`src/rtl/terminal_char_arbiter.sv`:
```
// Character-write arbiter for the UART terminal: RX chars, local keys and the blinking cursor
// share the text driver port; local keys are queued for UART TX. Optional: LOCAL_ECHO_EN.
module terminal_char_arbiter #(
    parameter int BLINK_DIV = 25000000,
    parameter int WR_GAP    = 2,
    parameter int KEY_DEPTH = 4
) (
    input  logic       CLK,
    input  logic       RESET_N,
    input  logic       KEY_VALID,
    input  logic [7:0] KEY_CHAR,
    input  logic [7:0] SWITCHES,
    input  logic       RX_VALID,
    input  logic [7:0] RX_CHAR,
    input  logic       TX_READY,
    output logic       TX_WE,
    output logic [7:0] TX_DATA,
    output logic       CHAR_WE,
    output logic [7:0] CHAR,
    output logic       CURSOR_ON,
    output logic       BUSY,
    output logic       RX_DROP,
    output logic       KEY_DROP,
    output logic [2:0] DBG_STATE
);

    localparam int CW = (BLINK_DIV > 1) ? $clog2(BLINK_DIV) : 1;
    localparam int GW = $clog2(WR_GAP + 1);
    localparam int AW = $clog2(KEY_DEPTH);
    localparam int PW = AW + 1;

    typedef enum logic [2:0] {
        S_IDLE      = 3'd0,
        S_ERASE     = 3'd1,
        S_ERASE_GAP = 3'd2,
        S_WRITE     = 3'd3,
        S_WRITE_GAP = 3'd4
    } state_t;

    // What the pending WRITE strobe is for, so the right source is consumed.
    typedef enum logic [1:0] {
        K_RX  = 2'd0,
        K_KEY = 2'd1,
        K_ON  = 2'd2,
        K_OFF = 2'd3
    } kind_t;

    state_t        state_q, state_d;
    kind_t         kind_q, kind_d;
    logic [GW-1:0] gap_q, gap_d;
    logic [7:0]    wr_char_q, wr_char_d;
    logic [7:0]    char_q, char_d;
    logic          cursor_q, cursor_d;

    logic [CW-1:0] blink_cnt_q, blink_cnt_d;
    logic          phase_q, phase_d;
    logic          pend_q, pend_d;
    logic          wrap;
    logic          pend_clr;

    logic          rx_full_q, rx_full_d;
    logic [7:0]    rx_char_q, rx_char_d;
    logic          rx_drop_q, rx_drop_d;
    logic          rx_consume;

    logic [7:0]    mem [KEY_DEPTH];
    logic [PW-1:0] wr_ptr_q, wr_ptr_d;
    logic [PW-1:0] tx_ptr_q, tx_ptr_d;
    logic [PW-1:0] tx_used;
    logic          tx_avail;
    logic          key_full;
    logic          key_push;
    logic          key_drop_q, key_drop_d;

    logic          tx_we_q, tx_we_d;
    logic [7:0]    tx_data_q, tx_data_d;
    logic          tx_fire;

    logic          commit;
    logic [7:0]    commit_char;

`ifdef LOCAL_ECHO_EN
    logic [PW-1:0] disp_ptr_q, disp_ptr_d;
    logic [PW-1:0] disp_used;
    logic          disp_avail;
    logic          disp_adv;
`endif

    // Blink timebase
    always_comb begin
        wrap        = (blink_cnt_q == CW'(BLINK_DIV - 1));
        blink_cnt_d = wrap ? '0 : blink_cnt_q + CW'(1);
        phase_d     = phase_q ^ wrap;
        pend_d      = wrap | (pend_q & ~pend_clr);
    end

    // RX holding register: one entry, capture only when empty.
    always_comb begin
        rx_full_d = rx_full_q;
        rx_char_d = rx_char_q;
        rx_drop_d = RX_VALID & rx_full_q;
        if (RX_VALID && !rx_full_q) begin
            rx_full_d = 1'b1;
            rx_char_d = RX_CHAR;
        end else if (rx_consume) begin
            rx_full_d = 1'b0;
        end
    end

    // Key FIFO occupancy is set by whichever read pointer lags further behind.
    always_comb begin
        tx_used  = wr_ptr_q - tx_ptr_q;
        tx_avail = (tx_used != '0);
        key_full = (tx_used == PW'(KEY_DEPTH));
`ifdef LOCAL_ECHO_EN
        disp_used  = wr_ptr_q - disp_ptr_q;
        disp_avail = (disp_used != '0);
        key_full   = key_full | (disp_used == PW'(KEY_DEPTH));
`endif
        key_push   = KEY_VALID & ~key_full;
        key_drop_d = KEY_VALID & key_full;
        wr_ptr_d   = key_push ? wr_ptr_q + PW'(1) : wr_ptr_q;
    end

    // TX handshake: a load is issued only while TX_READY is high and never in two
    // consecutive cycles, giving the transmitter one cycle to drop TX_READY after a load.
    always_comb begin
        tx_fire   = TX_READY & tx_avail & ~tx_we_q;
        tx_we_d   = tx_fire;
        tx_data_d = tx_fire ? mem[tx_ptr_q[AW-1:0]] : tx_data_q;
        tx_ptr_d  = tx_fire ? tx_ptr_q + PW'(1) : tx_ptr_q;
    end

    // Write FSM next-state and strobe sequencing
    always_comb begin
        state_d     = state_q;
        kind_d      = kind_q;
        gap_d       = gap_q;
        wr_char_d   = wr_char_q;
        char_d      = char_q;
        cursor_d    = cursor_q;
        pend_clr    = 1'b0;
        rx_consume  = 1'b0;
        commit      = 1'b0;
        commit_char = 8'h00;
`ifdef LOCAL_ECHO_EN
        disp_adv    = 1'b0;
`endif
        case (state_q)
            S_IDLE: begin
                if (rx_full_q) begin
                    commit      = 1'b1;
                    commit_char = rx_char_q;
                    kind_d      = K_RX;
`ifdef LOCAL_ECHO_EN
                end else if (disp_avail) begin
                    commit      = 1'b1;
                    commit_char = mem[disp_ptr_q[AW-1:0]];
                    kind_d      = K_KEY;
`endif
                end else if (pend_q) begin
                    pend_clr = 1'b1;
                    if (phase_q && !cursor_q) begin
                        kind_d  = K_ON;
                        char_d  = SWITCHES;
                        state_d = S_WRITE;
                    end else if (!phase_q && cursor_q) begin
                        kind_d  = K_OFF;
                        char_d  = 8'h08;
                        state_d = S_WRITE;
                    end
                end
                if (commit) begin
                    wr_char_d = commit_char;
                    if (cursor_q) begin
                        char_d  = 8'h08;
                        state_d = S_ERASE;
                    end else begin
                        char_d  = commit_char;
                        state_d = S_WRITE;
                    end
                end
            end
            S_ERASE: begin
                cursor_d = 1'b0;
                gap_d    = GW'(WR_GAP - 1);
                state_d  = S_ERASE_GAP;
            end
            S_ERASE_GAP: begin
                if (gap_q == '0) begin
                    char_d  = wr_char_q;
                    state_d = S_WRITE;
                end else begin
                    gap_d = gap_q - GW'(1);
                end
            end
            S_WRITE: begin
                gap_d   = GW'(WR_GAP - 1);
                state_d = S_WRITE_GAP;
                case (kind_q)
                    K_RX:  rx_consume = 1'b1;
`ifdef LOCAL_ECHO_EN
                    K_KEY: disp_adv   = 1'b1;
`endif
                    K_ON:  cursor_d   = 1'b1;
                    K_OFF: cursor_d   = 1'b0;
                    default: ;
                endcase
            end
            S_WRITE_GAP: begin
                if (gap_q == '0) begin
                    state_d = S_IDLE;
                end else begin
                    gap_d = gap_q - GW'(1);
                end
            end
            default: state_d = S_IDLE;
        endcase
    end

`ifdef LOCAL_ECHO_EN
    assign disp_ptr_d = disp_adv ? disp_ptr_q + PW'(1) : disp_ptr_q;
`endif

    always_ff @(posedge CLK or negedge RESET_N) begin
        if (!RESET_N) begin
            state_q     <= S_IDLE;
            kind_q      <= K_RX;
            gap_q       <= '0;
            wr_char_q   <= '0;
            char_q      <= '0;
            cursor_q    <= 1'b0;
            blink_cnt_q <= '0;
            phase_q     <= 1'b0;
            pend_q      <= 1'b0;
            rx_full_q   <= 1'b0;
            rx_char_q   <= '0;
            rx_drop_q   <= 1'b0;
            wr_ptr_q    <= '0;
            tx_ptr_q    <= '0;
            key_drop_q  <= 1'b0;
            tx_we_q     <= 1'b0;
            tx_data_q   <= '0;
`ifdef LOCAL_ECHO_EN
            disp_ptr_q  <= '0;
`endif
        end else begin
            state_q     <= state_d;
            kind_q      <= kind_d;
            gap_q       <= gap_d;
            wr_char_q   <= wr_char_d;
            char_q      <= char_d;
            cursor_q    <= cursor_d;
            blink_cnt_q <= blink_cnt_d;
            phase_q     <= phase_d;
            pend_q      <= pend_d;
            rx_full_q   <= rx_full_d;
            rx_char_q   <= rx_char_d;
            rx_drop_q   <= rx_drop_d;
            wr_ptr_q    <= wr_ptr_d;
            tx_ptr_q    <= tx_ptr_d;
            key_drop_q  <= key_drop_d;
            tx_we_q     <= tx_we_d;
            tx_data_q   <= tx_data_d;
`ifdef LOCAL_ECHO_EN
            disp_ptr_q  <= disp_ptr_d;
`endif
        end
    end

    // Storage only; emptiness is tracked by the pointers.
    always_ff @(posedge CLK) begin
        if (key_push) begin
            mem[wr_ptr_q[AW-1:0]] <= KEY_CHAR;
        end
    end

    assign CHAR_WE   = (state_q == S_ERASE) || (state_q == S_WRITE);
    assign CHAR      = char_q;
    assign CURSOR_ON = cursor_q;
    assign BUSY      = (state_q != S_IDLE);
    assign TX_WE     = tx_we_q;
    assign TX_DATA   = tx_data_q;
    assign RX_DROP   = rx_drop_q;
    assign KEY_DROP  = key_drop_q;
    assign DBG_STATE = state_q;

endmodule

```
`config.mk`:
```
export PLATFORM = sky130hd
export DESIGN_NAME = terminal_char_arbiter
export DESIGN_NICKNAME = d
export VERILOG_FILES = /design/src/rtl/terminal_char_arbiter.sv
export SDC_FILE = /design/constraint.sdc
export NUM_CORES = 1
export LEC_CHECK = 0
export CORE_MARGIN = 2
export CORE_UTILIZATION = 45
export DETAILED_ROUTE_END_ITERATION = 8
export GPL_TIMING_DRIVEN = 0
export HOLD_SLACK_MARGIN = 0.1
export PLACE_DENSITY = 0.66
export SLEW_MARGIN = 10
export SYNTH_ARGS = -nofsm -noshare
export SYNTH_HDL_FRONTEND = slang
export SYNTH_SLANG_ARGS = --single-unit
```
`constraint.sdc`:
```
create_clock -name CLK -period 2.5 [get_ports CLK]
set_input_delay 0.5 -clock CLK [delete_from_list [all_inputs] [get_ports CLK]]
set_output_delay 0.5 -clock CLK [all_outputs]
set_load 0.1 [all_outputs]
```
Word-level counts from Yosys, hierarchy flattened
Memories as Yosys holds them, arrays and structs flattened. A register that Yosys moved wholly into a read port is not among the register bits.
Index checks and enable logic that the tools add are counted.

storage, ports and cells
  input bits = 29
  memory bits (writable) = 32
  output and inout port bits = 25
  register bits = 69
  memories kept = 1
  logic and storage cells = 113

memories
  memory  depth  width  rd ports  clocked after Yosys merged registers in  wr ports  RTL line  RTL
  mem     4      8      1         1                                        1         66        logic [7:0] mem [KEY_DEPTH];

cells by class
  bitwise gates (word level) = 11
  multiplexer cells = 38
  reduce and logical (&&, ||, !) cells = 27
  add/sub/neg operators = 5
  equality and inequality tests = 15

operators by type and width
  operator                                        number
  2-to-1 mux 8 bit                                8
  adder 25 x 1 -> 25 bit (second input constant)  1
  == test 25 bit (second input constant)          1
  2-to-1 mux 25 bit                               1
  2-to-1 mux 3 bit                                7
  one-hot mux 8 bit (2 select lines)              1
  one-hot mux 3 bit (5 select lines)              1
  2-to-1 mux 2 bit                                6
  2-to-1 mux 1 bit                                11
  AND reduction 5 bit                             2
  nonzero test 2 bit                              5
  nonzero test 3 bit                              3
  adder 3 x 1 -> 3 bit (second input constant)    2
  AND 1 bit                                       6
  == test 3 x 2 -> 1 bit (second input constant)  2
  == test 3 bit (second input constant)           2
  inequality test 2 bit (second input constant)   3
  inequality test 3 bit (second input constant)   2
  AND reduction 2 bit                             3
  == test 2 bit (second input constant)           2
  logical NOT 1 bit                               4
  logical NOT 2 bit                               2
  inequality test 4 bit (second input constant)   1
  one-hot mux 1 bit (2 select lines)              2
  other kinds (13)                                18

Longest topological paths before layout
Gate-level depths: netlist of the first run.

  word-level depth = 8
  mapped depth = 8

Worst setup path after synthesis of the first run
No wires, ideal clock.

  path kind = register to register
  from = register state_q[0], in the netlist DBG_STATE[0]
  to = register rx_full_q
  library setup time = 0.124 ns
  path slack = -0.756 ns
  period minus slack after synthesis = 3.256 ns
  required time = 2.376 ns
  stages on the path, launching flop included = 6
  arrival = 3.132 ns
  cells stage by stage = dfrtp_1 -> clkbuf_1 -> nor2b_1 -> nand2_1 -> nor3_1 -> o21bai_1

on the way
  longest elaborated chain between the ends = 3

ends and longest elaborated chain
  element                              RTL line  RTL
  from (decl)                          48        state_t state_q, state_d;
  from (signal assigned)               248       state_q <= state_d;
  == test 3 x 2 -> 1 bit               149       case (state_q)
  2-to-1 mux 1 bit                     149
  nonzero test 2 bit (no source line)  -
  to (signal assigned)                 257       rx_full_q <= rx_full_d;
  to (decl)                            61        logic rx_full_q, rx_full_d;

No other way between the ends.
A chain may end at the register's enable or synchronous reset.

Final worst setup path of the first run
  from = register state_q[1], in the netlist DBG_STATE[1]
  to = output DBG_STATE[1]

RTL lines
  element    RTL line  RTL
  to (decl)  24        output logic [2:0] DBG_STATE

No word-level cell between the ends.

==> run metrics, run 1 <==
post-synthesis sequential area ratio=59.1%; Die Wd=108 µm; clk sinks=109; worst slew pin tran=0.977 ns; Hold Fails Final Rpt=0; area leader, netlist=dfrtp_1; Async SR Flop Fraction=70.6%; worst-path maximum fanout=6; share of cells above drive strength 1=19.2%; Synth top area share=39.4%; Data arrival, critical path=1.96 ns; H-tree depth=3; count of cell types in the netlist=54; vias=3172; final WL=9430 µm; crit share post-route=98.6%; CTS tree=done; Synth Area in Compound Gates=7.47%; wire length per cell=16.1 µm; DRC=0; drt initial violations=137; critical path class=flop to output pin; final core occ=54.7%; total CTS buffers=9; synthesized area per cell=13.0 µm²; die height=108 µm; fmax=406 MHz; Worst-path clk slew=0.11 ns; YS warnings=0; post-layout min period=2.46 ns; Slew headroom=34.7%; ranking of synthesized cells by area=dfrtp_1, edfxtp_1, mux2_2; GRT Total Usage=17.0%; main combinational cell family by area after synthesis=simple AND/OR/NAND/NOR gates; clk_lat worst skew=0.37 ns; Mapped Area=4890 µm²; final setup fails=0; Post-synth top cells=dfrtp_1, mux2_2, edfxtp_1, nor2_1, nand2_1; outcome=complete, no violations; XOR/XNOR share of the synthesized area=3.94%; Pwr Density=1260 nW/µm²; first-pass GRT wire length=15300 µm; EDFF count, synth=32; worst hold path type=flop to flop; adder-cell area share of the yosys netlist=2.82%; final max-slew violation count=0; core area=10700 µm²; Root Buffer=clkbuf_8; post-synthesis mux area share=11.5%; prevailing post-synth register cell=dfrtp_1; most common cell in the netlist=dfrtp_1; top cell family by delay on the critical path=buffers and inverters; Critical Path Sink Type=output pin; cells after synthesis=376; Required @ worst endpoint=2.00 ns; skew final=0.0197 ns; initial antenna violation count=0; max incr delay on CP=1.16 ns; Setup crit start kind=flop; post-route ant nets=0; total power=7.37 mW; CP cell instances=clkdlybuf4s50_1; Mapped Nets=416; GPL Wtd Cong=0.769; Buf+Inv Stages, Crit Path=1; Leak Pwr=2.30 nW; vias in the first global route=3139; Layout area overhead=19.7%; setup tns final=0 ns; RSZ-0062 raised after global routing=yes; worst vdd ir=0.907 mV; # rows=38; CP max-delay cell=clkdlybuf4s50_1; I/O pins=54; Pre-antenna DRT Iters=4; Starting Density=45.7%; IO buf count=53; full die area=11700 µm²; Final nets=482; total congestion overflow=0; diode count=0; number of synthesized register bits=109; max-cap viol count=0; Vias/cell=5.40; postcts setup bufs=0; hpwl dp=6620 µm; clk buf depth=2; Post-Synth Simple-Gate Area=12.8%; largest net degree at the start of global routing=43
## routing by layer
metal	vias up	share of wire [%]	track usage, %
met4	0	1.4	6.32
met2	56	49	28.6
met5	-	0	0
met1	1579	46	22.2
li1	1526	-	-
met3	11	3.4	2.77
## what timing repair did
action,in CTS,in global routing
resized for setup,10,10
hold endpoints to repair,19,0
setup endpoints to repair,44,33
hold buffers,1,0
## registers in the layout, indices dropped and copies added, names as in the netlist, 2 cells and up
register     cells
DBG_STATE        3
blink_cnt_q     25
kind_q           2
gap_q            2
mem             32
CHAR             8
rx_char_q        8
wr_ptr_q         3
tx_ptr_q         3
TX_DATA          8
wr_char_q        8
## report_power, final
| group | internal (mW) | switching, mW |
|---|---|---|
| clock | 0.410 | 0.635 |
| combinational | 1.26 | 2.41 |
| sequential | 2.37 | 0.282 |
## cells in the final DEF, fill, tap and decap left out, types with 3 or more instances in the layout
master           Yosys  final
nor4_1               5      5
a32oi_1              5      5
and3b_1              3      3
buf_2                1      3
dfrtp_1             77     73
o211ai_1             3      3
and2_2               0      3
nor2_1              20     19
mux2_2              33     33
edfxtp_1            32     32
clkbuf_1            11      9
clkdlybuf4s50_1      0     49
xor2_1               7      7
nor2b_1              7      6
or3_1                3      3
nor3b_1              3      3
o21ai_0             16     16
clkbuf_8             0     10
nand2_1             19     19
and3_1               5      5
xnor2_1             15     15
mux4_2               8      8
o31ai_1              4      4
a31oi_1              7      6
ha_1                11     11
nand4_1              4      4
a21oi_1             10     10
dfrtp_2              0      3
or4_1                3      3
nor3_1               5      4
inv_1               13     12
nand3_1             11     11
## worst paths after layout
path / endpoint / slack, ns / from / cells past startpoint
setup / recovery: DBG_STATE[1] / 0.04 / DBG_STATE[1]$_DFFE_PN0P_ / 1
hold / removal: wr_ptr_q[2]$_DFFE_PN0P_ / 0.49 / wr_ptr_q[2]$_DFFE_PN0P_ / 1
setup reg to reg: blink_cnt_q[13]$_DFF_PN0_ / 0.17 / blink_cnt_q[15]$_DFF_PN0_ / 5
hold reg to reg: wr_ptr_q[2]$_DFFE_PN0P_ / 0.49 / wr_ptr_q[2]$_DFFE_PN0P_ / 1
max in group asynchronous: blink_cnt_q[4]$_DFF_PN0_ / 1.28 / RESET_N / 3
min in group asynchronous: CHAR[7]$_DFFE_PN0P_ / 0.62 / RESET_N / 2
## cell families after synthesis
family                   after synthesis
flip-flops                           109
AND/OR/NAND/NOR                      108
AO/OA/AOI/OAI                         56
multiplexers                          42
buffers and inverters                 28
XOR/XNOR                              22
adder cells (fa/ha/maj)               11
## cell type report
class                   count  area [µm²]
repair buffers             55         547
multi-input cells         239        1910
clock buffers              10         138
fillers                   934        4850
inverters                  14        56.3
clock inverters             6        53.8
well taps                 140         175
flip-flops and latches    109        2900
plain buffers              14        70.1
## through the flow
step,worst slack (ns),cell area [µm²],cells,hold slack [ns]
floorplan,0.0430,4910,376,0.204
global placement,-2.41,5620,569,0.478
detailed placement,-0.349,5640,570,0.482
CTS,-0.138,5850,587,0.498
global route,-0.00347,5850,587,0.526
finish,0.0354,5850,587,0.493
(Power assumes the default switching activity.)
==> run 2, diff against run 1 <==
- ABC_CLOCK_PERIOD_IN_PS: not set -> 2500
- CAP_MARGIN: not set -> 20
==> run 2 against run 1 <==
Effect of this change: final cell count increased by 0.17%; setup slack improved by 0.034 ns; register-to-register slack got worse by 0.02 ns; critical endpoint is now DBG_STATE[2].
==> run metrics, run 2 (synthesized netlist as in run 1, its figures left out) <==
Worst R2R Path Depth=5 (unchanged); Vias/cell=5.43 (was 5.40); final WL=9320 µm (was 9430 µm); # fillers=931 (was 934); post-layout min period=2.43 ns (was 2.46 ns); Setup crit start kind=flop (unchanged); clk buf depth=2 (unchanged); most frequent cells in the layout=dfrtp_1, clkdlybuf4s50_1, mux2_2 (unchanged); max incr delay on CP=1.14 ns (was 1.16 ns); CP max-delay cell=clkdlybuf4s50_1 (unchanged); DRC=0 (unchanged); post-route ant nets=0 (unchanged); drt initial violations=163 (was 137); CTS tree=done (unchanged); I/O pins=54 (unchanged); Layout area overhead=20.0% (was 19.7%); Final nets=483 (was 482); skew final=0.0158 ns (was 0.0197 ns); setup ws final=0.0694 ns (was 0.0354 ns); total congestion overflow=0 (unchanged); clk sinks=109 (unchanged); clk_lat worst skew=0.37 ns (about the same); fmax=411 MHz (was 406 MHz); vias=3190 (was 3172); final max-slew violation count=0 (unchanged); leading cell type in the layout, fill and taps excluded=dfrtp_1 (unchanged); max reg flops=32 (unchanged); vias in the first global route=3171 (was 3139); Root Buffer=clkbuf_8 (unchanged); Slew headroom=35.1% (was 34.7%); first-pass GRT wire length=15400 µm (was 15300 µm); IO buf count=53 (unchanged); stages on the worst setup path=1 (unchanged); final core occ=54.8% (was 54.7%); GPL Wtd Cong=0.769 (unchanged); Pre-antenna DRT Iters=4 (unchanged); top cell family by delay on the critical path=buffers and inverters (unchanged); hpwl dp=6620 µm (about the same); Required @ worst endpoint=2.00 ns (about the same); placed cell count=571 (was 570); worst vdd ir=0.981 mV (was 0.907 mV); share of cells above drive strength 1=19.2% (about the same); Hold Fails Final Rpt=0 (unchanged); diode count=0 (unchanged); final setup fails=0 (unchanged); Leak Pwr=2.31 nW (was 2.30 nW); critical path class=flop to output pin (unchanged); GRT Total Usage=17.1% (was 17.0%); core area=10700 µm² (unchanged); wire length per cell=15.9 µm (was 16.1 µm); Critical Path Sink Type=output pin (unchanged); CP cell instances=clkdlybuf4s50_1 (unchanged); worst hold path type=flop to flop (unchanged); Starting Density=45.7% (unchanged); Die Wd=108 µm (unchanged); Buf+Inv Stages, Crit Path=1 (unchanged); die height=108 µm (unchanged); outcome=complete, no violations (unchanged); RSZ-0062 raised after global routing=yes (unchanged); max-cap viol count=0 (unchanged); Data arrival, critical path=1.93 ns (was 1.96 ns); DP Worst Slack=-0.252 ns (was -0.349 ns); # rows=38 (unchanged); initial antenna violation count=0 (unchanged); non-filler cells, final=588 (was 587); crit share post-route=97.2% (was 98.6%); postcts setup bufs=0 (unchanged); H-tree depth=3 (unchanged); Pwr Density=1260 nW/µm² (about the same); worst slew pin tran=0.971 ns (was 0.977 ns); worst-path maximum fanout=4 (was 6); full die area=11700 µm² (unchanged); Worst-path clk slew=0.11 ns (about the same); largest net degree at the start of global routing=43 (unchanged); Hold Path Depth=1 (unchanged); total CTS buffers=9 (unchanged)
-- run 2: worst paths after layout --
kind / from / end / slack (ns)
setup / recovery: DBG_STATE[2]$_DFFE_PN0P_ / DBG_STATE[2] / 0.07
hold / removal: wr_ptr_q[2]$_DFFE_PN0P_ / wr_ptr_q[2]$_DFFE_PN0P_ / 0.49
setup reg to reg: blink_cnt_q[15]$_DFF_PN0_ / blink_cnt_q[13]$_DFF_PN0_ / 0.15
hold reg to reg: wr_ptr_q[2]$_DFFE_PN0P_ / wr_ptr_q[2]$_DFFE_PN0P_ / 0.49
max in group asynchronous: RESET_N / blink_cnt_q[4]$_DFF_PN0_ / 1.29
min in group asynchronous: RESET_N / CHAR[7]$_DFFE_PN0P_ / 0.61
-- run 2: cell type report --
cell class              instances  area (µm²)  area share (%)
plain buffers                  14        67.6            1.15
clock buffers                  11         153            2.60
clock inverters                 5        48.8           0.832
inverters                      14        56.3           0.960
multi-input cells             239        1910            32.6
flip-flops and latches        109        2900            49.3
well taps                     140         175            2.99
repair buffers                 56         557            9.49
-- run 2: per-stage QoR --
| stage | cell area, µm² | power (mW) | setup TNS [ns] | hold WS [ns] |
|---|---|---|---|---|
| after floorplan | 4910 | 5.49 | 0 | 0.204 |
| after global placement | 5620 | 6.27 | -150.92 | 0.478 |
| after detailed placement | 5650 | 6.37 | -6.52 | 0.482 |
| after CTS | 5860 | 7.44 | -0.141 | 0.498 |
| after global routing | 5870 | 7.82 | -0.00696 | 0.526 |
| final | 5870 | 7.39 | 0 | 0.494 |
-- run 2: where the power goes --
group	switching [mW]	internal, mW	total, mW
registers	0.283	2.37	2.65
logic	2.40	1.26	3.66
clock network	0.631	0.448	1.08
-- run 2: timing repair --
action	4_1_cts	5_1_grt
hold buffers	1	0
resized for setup	10	10
endpoints found under the hold margin	23	0
setup endpoints to repair	40	33
gates cloned	0	0
pin swaps	0	0
-- run 2: metal layers --
metal	wire length [µm]	track usage, %	vias up
li1	-	-	1530
met1	4250	22.9	1578
met2	4500	27.9	73
met3	439	2.95	9
met4	130	6.78	0
met5	0	0	-
